`src/rtl/ps2_keymap_decoder.sv`:
```
// PS/2 scancode decoder: tracks make/break/extended prefixes and held keys,
// and drives a one-hot game command word with event and error pulses.
module ps2_keymap_decoder #(
  parameter bit HOLD_MODE      = 1'b1,
  parameter bit ENABLE_ARROWS  = 1'b1,
  parameter int TIMEOUT_CYCLES = 50000,
  parameter int TO_W           = 16
) (
  input  logic       in_clk,
  input  logic       in_reset_n,
  input  logic [7:0] in_data,
  input  logic       in_valid,
  output logic [6:0] out_data,
  output logic [3:0] out_held,
  output logic       out_event,
  output logic       out_err
);

  typedef enum logic [1:0] {
    S_IDLE,
    S_BREAK,
    S_EXT,
    S_EXT_BREAK
  } state_t;

  localparam logic [TO_W-1:0] TO_LAST = TO_W'(TIMEOUT_CYCLES - 1);
  localparam logic [6:0] CMD_STOP  = 7'b0000001;
  localparam logic [6:0] CMD_PAUSE = 7'b0000010;
  localparam logic [6:0] CMD_RESET = 7'b0000100;

  state_t          r_state;
  state_t          w_state_nxt;
  logic [TO_W-1:0] r_to_cnt;
  logic [6:0]      r_data;
  logic [3:0]      r_held;
  logic            r_event;
  logic            r_err;

  logic       w_is_f0;
  logic       w_is_e0;
  logic       w_timeout;
  logic       w_make;
  logic       w_brk;
  logic       w_ext;
  logic       w_illegal;
  logic [3:0] w_dir;
  logic       w_rst_key;
  logic       w_pause_key;
  logic       w_drop;
  logic [6:0] w_data_nxt;
  logic [3:0] w_held_nxt;
  logic       w_err_nxt;

  assign w_is_f0   = (in_data == 8'hF0);
  assign w_is_e0   = (in_data == 8'hE0);
  assign w_timeout = (r_state != S_IDLE) && !in_valid
                     && (r_to_cnt == TO_LAST);
  assign w_drop    = w_ext && !ENABLE_ARROWS;

  // Highest-priority held direction: up > down > left > right.
  function automatic logic [6:0] fallback(input logic [3:0] held);
    logic [6:0] cmd;
    cmd = CMD_STOP;
    if (held[3])      cmd = 7'b1000000;
    else if (held[2]) cmd = 7'b0100000;
    else if (held[1]) cmd = 7'b0010000;
    else if (held[0]) cmd = 7'b0001000;
    return cmd;
  endfunction

  always_ff @(posedge in_clk or negedge in_reset_n) begin
    if (!in_reset_n) begin
      r_state <= S_IDLE;
    end else begin
      r_state <= w_state_nxt;
    end
  end

  always_comb begin
    w_state_nxt = r_state;
    if (w_timeout) begin
      w_state_nxt = S_IDLE;
    end else if (in_valid) begin
      unique case (r_state)
        S_IDLE: begin
          if (w_is_f0)      w_state_nxt = S_BREAK;
          else if (w_is_e0) w_state_nxt = S_EXT;
          else              w_state_nxt = S_IDLE;
        end
        S_EXT: begin
          if (w_is_f0) w_state_nxt = S_EXT_BREAK;
          else         w_state_nxt = S_IDLE;
        end
        S_BREAK:     w_state_nxt = S_IDLE;
        S_EXT_BREAK: w_state_nxt = S_IDLE;
      endcase
    end
  end

  always_comb begin
    w_make    = 1'b0;
    w_brk     = 1'b0;
    w_ext     = 1'b0;
    w_illegal = 1'b0;
    if (in_valid) begin
      unique case (r_state)
        S_IDLE: begin
          w_make = !w_is_f0 && !w_is_e0;
        end
        S_BREAK: begin
          w_illegal = w_is_f0 || w_is_e0;
          w_brk     = !(w_is_f0 || w_is_e0);
        end
        S_EXT: begin
          w_illegal = w_is_e0;
          w_make    = !w_is_f0 && !w_is_e0;
          w_ext     = 1'b1;
        end
        S_EXT_BREAK: begin
          w_illegal = w_is_f0 || w_is_e0;
          w_brk     = !(w_is_f0 || w_is_e0);
          w_ext     = 1'b1;
        end
      endcase
    end
  end

  always_comb begin
    w_dir       = 4'b0000;
    w_rst_key   = 1'b0;
    w_pause_key = 1'b0;
    if (w_ext) begin
      if (ENABLE_ARROWS) begin
        case (in_data)
          8'h75:   w_dir = 4'b1000;
          8'h72:   w_dir = 4'b0100;
          8'h6B:   w_dir = 4'b0010;
          8'h74:   w_dir = 4'b0001;
          default: w_dir = 4'b0000;
        endcase
      end
    end else begin
      case (in_data)
        8'h1D:   w_dir       = 4'b1000;
        8'h1B:   w_dir       = 4'b0100;
        8'h1C:   w_dir       = 4'b0010;
        8'h23:   w_dir       = 4'b0001;
        8'h2D:   w_rst_key   = 1'b1;
        8'h4D:   w_pause_key = 1'b1;
        default: w_dir       = 4'b0000;
      endcase
    end
  end

  always_comb begin
    w_data_nxt = r_data;
    w_held_nxt = r_held;
    w_err_nxt  = w_illegal || w_timeout;
    if (w_make && !w_drop) begin
      if (|w_dir) begin
        w_held_nxt = r_held | w_dir;
        w_data_nxt = {w_dir, 3'b000};
      end else if (w_rst_key) begin
        w_data_nxt = CMD_RESET;
      end else if (w_pause_key) begin
        w_data_nxt = CMD_PAUSE;
      end else if (!HOLD_MODE) begin
        w_data_nxt = CMD_STOP;
      end
    end else if (w_brk && !w_drop && (|w_dir)) begin
      w_held_nxt = r_held & ~w_dir;
      if (HOLD_MODE && (r_data == {w_dir, 3'b000})) begin
        w_data_nxt = fallback(r_held & ~w_dir);
      end
    end
  end

  always_ff @(posedge in_clk or negedge in_reset_n) begin
    if (!in_reset_n) begin
      r_data   <= CMD_STOP;
      r_held   <= 4'b0000;
      r_event  <= 1'b0;
      r_err    <= 1'b0;
      r_to_cnt <= '0;
    end else begin
      r_data  <= w_data_nxt;
      r_held  <= w_held_nxt;
      r_event <= (w_data_nxt != r_data);
      r_err   <= w_err_nxt;
      if (in_valid || (r_state == S_IDLE) || w_timeout) begin
        r_to_cnt <= '0;
      end else begin
        r_to_cnt <= r_to_cnt + 1'b1;
      end
    end
  end

  assign out_data  = r_data;
  assign out_held  = r_held;
  assign out_event = r_event;
  assign out_err   = r_err;

endmodule

```
`config.mk`:
```
export PLATFORM = sky130hd
export DESIGN_NAME = ps2_keymap_decoder
export DESIGN_NICKNAME = d
export VERILOG_FILES = /design/src/rtl/ps2_keymap_decoder.sv
export SDC_FILE = /design/constraint.sdc
export NUM_CORES = 1
export LEC_CHECK = 0
export CAP_MARGIN = 20
export CELL_PAD_IN_SITES_DETAIL_PLACEMENT = 1
export CELL_PAD_IN_SITES_GLOBAL_PLACEMENT = 1
export CORE_MARGIN = 5
export CORE_UTILIZATION = 30
export CTS_CLUSTER_DIAMETER = 100
export DETAILED_ROUTE_END_ITERATION = 16
export PLACE_DENSITY_LB_ADDON = 0.1
export SYNTH_ARGS = -nofsm -noshare
export SYNTH_HDL_FRONTEND = slang
export SYNTH_SLANG_ARGS = --single-unit
```
`constraint.sdc`:
```
create_clock -name in_clk -period 2.85 [get_ports in_clk]
set_input_delay 0.57 -clock in_clk [delete_from_list [all_inputs] [get_ports in_clk]]
set_output_delay 0.57 -clock in_clk [all_outputs]
set_load 0.005 [all_outputs]
```
**Yosys cells after proc, flatten, opt, wreduce, memory -nomap -nowiden**

Index checks and enable logic that the tools add are counted.

- Eq/ne operators: 19
- Reduce and logical (&&, ||, !) cells: 21
- Bitwise logic cells: 3
- Muxes and demuxes: 35
- Add/subtract/negate cells: 1

Operator list:

| cell | number |
|---|---|
| $mux 7 | 7 |
| $eq 8x7->1 const B | 5 |
| $pmux 4 s4 | 2 |
| $eq 8x5->1 const B | 3 |
| $mux 4 | 5 |
| $add 16x1->16 const B | 1 |
| $eq 16x16->1 const B | 1 |
| $eq 8x6->1 const B | 2 |
| $eq 8x8->1 const B | 2 |
| $mux 16 | 1 |
| $mux 1 | 11 |
| $mux 2 | 5 |
| $eq 7x7->1 | 1 |
| $ne 7x7->1 | 1 |
| $mux 6 | 1 |
| $pmux 2 s3 | 1 |
| $reduce_bool 2->1 | 3 |
| $reduce_or 2->1 | 3 |
| $mux 5 | 1 |
| $and 4x4->4 | 1 |
| $eq 2x2->1 const B | 2 |
| $logic_and 1x1->1 | 4 |
| $logic_not 1->1 | 4 |
| $logic_or 1x1->1 | 4 |
| other kinds (8) | 8 |

- Register bits: 31
- Input bits: 11
- Word-level logic and storage cells: 85

**Logic depth before layout (Yosys ltp)**

- Depth after elaboration: 15
- Depth in mapped cells: 8

**Worst setup path after synthesis**

OpenSTA, ideal clock, no wires.

- Kind: in2reg
- Start: input port in_data[6]
- End: register r_data[0] (netlist: out_data[0])
- Stages on the path: 7
- Setup slack: 0.554 ns
- Data arrival time: 2.235 ns
- Required time: 2.790 ns
- Cell sequence: or3b_4 > o41ai_4 > or4b_4 > nor4b_4 > nand4_4 > a211oi_2 > o21a_1

- Longest elaborated chain between the ends: 12

Ends and longest elaborated chain:

| item | RTL line | text |
|---|---|---|
| start: declaration | 11 | `input logic [7:0] in_data,` |
| $eq 8x6->1, or another cell as far along | 143 | `case (in_data)` |
| $pmux 4 s4 (on tied branches) | 143, 134 |  |
| $mux 4 | 132 | `if (w_ext) begin` |
| $not 4->4 | 173 | `w_data_nxt = fallback(r_held & ~w_dir);` |
| $and 4x4->4 | 173 |  |
| $mux 4 | 67 | `else if (held[0]) cmd = 7'b0001000;` |
| $mux 5 | 66 | `else if (held[1]) cmd = 7'b0010000;` |
| $mux 6 | 65 | `else if (held[2]) cmd = 7'b0100000;` |
| $mux 7 | 64 | `if (held[3]) cmd = 7'b1000000;` |
| $mux 7 | 172 | `if (HOLD_MODE && (r_data == {w_dir, 3'b000})) begin` |
| $mux 7 | 170 | `end else if (w_brk && !w_drop && (\|w_dir)) begin` |
| $mux 7 * | 159 | `if (w_make && !w_drop) begin` |
| via w_data_nxt[0] | 50 | `logic [6:0] w_data_nxt;` |
| end signal: assignment | 186 | `r_data <= w_data_nxt;` |
| end: declaration | 34 | `logic [6:0] r_data;` |

The timed path passes the listed nets; every way through them passes the cells marked *.
A chain may end at the register's enable or synchronous reset.

**Worst setup path in the final report**

- Start: input port in_data[1]
- End: register r_event (netlist: out_event)

- Longest elaborated chain between the ends: 13

Ends and longest elaborated chain:

| item | RTL line | text |
|---|---|---|
| $eq 8x6->1, or another cell as far along | 143 |  |
| $pmux 4 s4 (on tied branches) | 143, 134 |  |
| $mux 4 | 132 |  |
| $not 4->4 | 173 |  |
| $and 4x4->4 | 173 |  |
| $mux 4 | 67 |  |
| $mux 5 | 66 |  |
| $mux 6 | 65 |  |
| $mux 7 | 64 |  |
| $mux 7 | 172 |  |
| $mux 7 | 170 |  |
| $mux 7 * | 159 |  |
| $ne 7x7->1 * | 188 | `r_event <= (w_data_nxt != r_data);` |
| end signal: assignment | 188 |  |
| end: declaration | 36 | `logic r_event;` |

Every way passes the cells marked *; elsewhere a longest branch is shown, timed or not.

==> summary.md <==
| Metric | Value |
|---|---|
| Reg2reg path depth | `8` |
| Total power | `985 µW` |
| CP Cell Sequence | `clkdlybuf4s50_1 -> and4bb_1 -> nor4b_1 -> a31oi_1 -> nand4_1 -> xnor2_1 -> o311ai_1 -> nand4_1` |
| Diodes inserted | `0` |
| Gr usage total | `0.146` |
| Overflow after GRT | `0` |
| Most numerous cell in the Yosys netlist | `dfrtp_1` |
| Peak VDD IR | `215 µV` |
| Cell Count, Final, Fillers Out | `317` |
| CORE AREA | `0.00596 mm²` |
| Final WL | `5.25 mm` |
| Area of the die | `0.00780 mm²` |
| Die H | `88.3 µm` |
| Worst-path clk slew | `0.07 ns` |
| Core Util, Final | `0.406` |
| Hold Crit Class | `register to register` |
| Synth cell count leaders | `dfrtp_1, nor2_1, nand3_1` |
| Num Clock Sinks | `31` |
| Pre-CTS setup slack | `-0.0567 ns` |
| Routed length per instance | `16.5 µm` |
| Fraction of layout cells with a size suffix above 1 | `0.174` |
| Layout area overhead | `31.3%` |
| Crit path capture type | `register` |
| Vias per cell | `5.34` |
| Synth Flop Type | `dfrtp_1` |
| Synth cell types | `54` |
| Post-Syn Instances | `193` |
| Final setup viols | `0` |
| Fin crit period | `2.65 ns` |
| CTS Buf Count | `5` |
| Critical path's slowest cell | `clkdlybuf4s50_1` |
| Hold_buf cts | `0` |
| Postcts setup bufs | `0` |
| Skew-Pair Late Insertion Delay | `0.28 ns` |
| Initial core utilization | `0.309` |
| Max-slew violations | `0` |
| R2r setup slk | `0.51 ns` |
| Critical Path RT | `3.00 ns` |
| Worst-Margin Slew | `0.622 ns` |
| Worst Path Class, Setup | `input port to register` |
| PostCTS Resize Cnt | `0` |
| Launch instance of the worst register-to-register path | `r_state[1]` |
| Status | `complete, no violations` |
| IO Count | `24` |
| Hold EP | `r_to_cnt[0]` |
| EDFF count, synth | `0` |
| Synth top area share | `0.408` |
| Fin crit share | `0.932` |
| Hold WS | `0.452 ns` |
| DR DRC count | `0` |
| Share of synthesized registers carrying an async set or reset | `1.00` |
| Setup ws final | `0.195 ns` |
| Initial drt markers | `42` |
| Die width | `88.3 µm` |
| FF-to-FF End | `out_data[0]` |
| Sequential share of the synthesized area | `0.422` |
| PortBufs | `23` |
| Crit path arrival time | `2.80 ns` |
| CP startpoint kind | `input port` |
| H-Tree Depth | `2` |
| Vias after detailed routing | `1693` |
| Mapped Avg Cell Area | `9.54 µm²` |
| Min-delay src | `r_to_cnt[0]` |
| Detailed placement HPWL | `4.10 mm` |
| Post-DRT Antenna Nets | `0` |
| Vias in the first global route | `1786` |
| Top cells by area, synth | `dfrtp_1, nor2_1, xnor2_1, nand3_1, xor2_1` |
| Final Hold Fails | `0` |
| Leakage | `0.000976 µW` |
| Clock buffer depth | `2` |
| Critical path peak fanout | `5` |
| Max-Slew Margin vs Limit | `0.582` |
| Largest stage delay, worst path | `0.53 ns` |
| Yosys warns | `0` |
| Maxcap violations | `0` |
| CTS tree | `built` |
| CP most frequent cell | `nand4_1` |
| RSZ-0062 raised after global routing | `false` |
| Post-synthesis cell area | `0.00184 mm²` |
| Fmax | `377 MHz` |
| CTS root buf | `clkbuf_8` |
| Final net count | `253` |
| Synthesized Nets | `205` |
| Cell taking the most area after synthesis | `dfrtp_1` |
| #FFs+latches synth | `31` |
| P per Cell Area | `408 mW/mm²` |
| Clock skew | `0.00533 ns` |
| First-pass iteration count of the detailed router | `4` |
| Initial antenna violation count | `0` |
| # rows | `28` |
| Post-Place Cells | `309` |
| First-pass GRT wire length | `8.76 mm` |
| Global placer's final weighted congestion | `0.810` |
| Fill cells | `704` |
| Largest net degree at the start of global routing | `32` |
| WHS Path Cells | `1` |
[how the worst max path moves through the flow]
| stage | from | to | slack [ns] | cells after the start |
|---|---|---|---|---|
| 3_3_place_gp | in_data[5] | out_data[0] | 0.008 | 9 |
| 2_1_floorplan | in_data[6] | out_data[0] | 0.55 | 7 |
| 5_1_grt | in_data[5] | out_data[0] | 0.05 | 9 |
| 3_5_place_dp | in_data[1] | out_data[0] | -0.06 | 8 |
| 4_1_cts | in_data[1] | out_data[0] | 0.22 | 9 |
| 6_report | in_data[1] | out_event | 0.20 | 8 |
[worst max-delay path, delay by kind of cell]
kind                   cells  cell delay (ns)
AO/OA/AOI/OAI              2             0.64
buffers and inverters      1             0.53
XOR/XNOR                   1             0.21
AND/OR/NAND/NOR            4             0.84
[cell type report]
type / count / area [µm²] / area share
Inverter: 5 / 18.8 / 0.00776
Tap cell: 75 / 93.8 / 0.0388
Multi-Input combinational cell: 153 / 1030 / 0.425
Sequential cell: 31 / 777 / 0.321
Clock inverter: 1 / 7.51 / 0.00311
Timing Repair Buffer: 45 / 395 / 0.164
Clock buffer: 7 / 96.3 / 0.0399
[per-layer routing]
| layer | GRT usage | up-vias | share of wire | routed length, µm |
|---|---|---|---|---|
| met5 | 0 | - | 0 | 0 |
| met4 | 0.0412 | 0 | 0.011 | 59 |
| met3 | 0.0307 | 7 | 0.029 | 153 |
| met2 | 0.281 | 29 | 0.55 | 2910 |
| met1 | 0.160 | 851 | 0.40 | 2120 |
| li1 | - | 806 | - | - |
[kinds of logic (layout without fill, tap and decap cells)]
kind of cell             Yosys count  count (layout)  synth area share
AO/OA/AOI/OAI                     41              41             0.169
XOR/XNOR                          15              15            0.0714
adder cells (fa/ha/maj)            1               1           0.00680
buffers and inverters              9              58            0.0190
flip-flops                        31              31             0.422
multiplexers                       1               1           0.00544
AND/OR/NAND/NOR                   95              95             0.306
[layout by cell type, fill, tap and decap left out, types with 3 or more instances in the layout]
| cell type | count |
|---|---|
| o21ai_1 | 3 |
| xnor2_1 | 9 |
| clkbuf_8 | 7 |
| nand2b_1 | 5 |
| dfrtp_1 | 30 |
| nand4_1 | 5 |
| a21o_1 | 4 |
| o21ai_0 | 8 |
| xor2_1 | 6 |
| nand3_1 | 15 |
| buf_4 | 22 |
| nor2b_1 | 3 |
| clkdlybuf4s50_1 | 23 |
| o211ai_1 | 4 |
| inv_1 | 5 |
| nor3b_1 | 4 |
| nor2_1 | 25 |
| a21oi_1 | 5 |
| nand2_1 | 13 |
| and3_1 | 6 |
[through the flow]
step,setup TNS [ns],cell area (µm²)
after floorplan,0,1840
after global placement,0,2310
after detailed placement,-0.0782,2310
after CTS,0,2420
after global routing,0,2420
final,0,2420
[power breakdown]
group          total (µW)  internal, µW  leakage, µW  switching (µW)
registers             468           452     0.000426            15.6
clock network         386           220    0.0000505             166
logic                 132          68.8     0.000499            63.0
total                 985           740     0.000976             245
No activity file was read; power rests on OpenSTA's default activity.
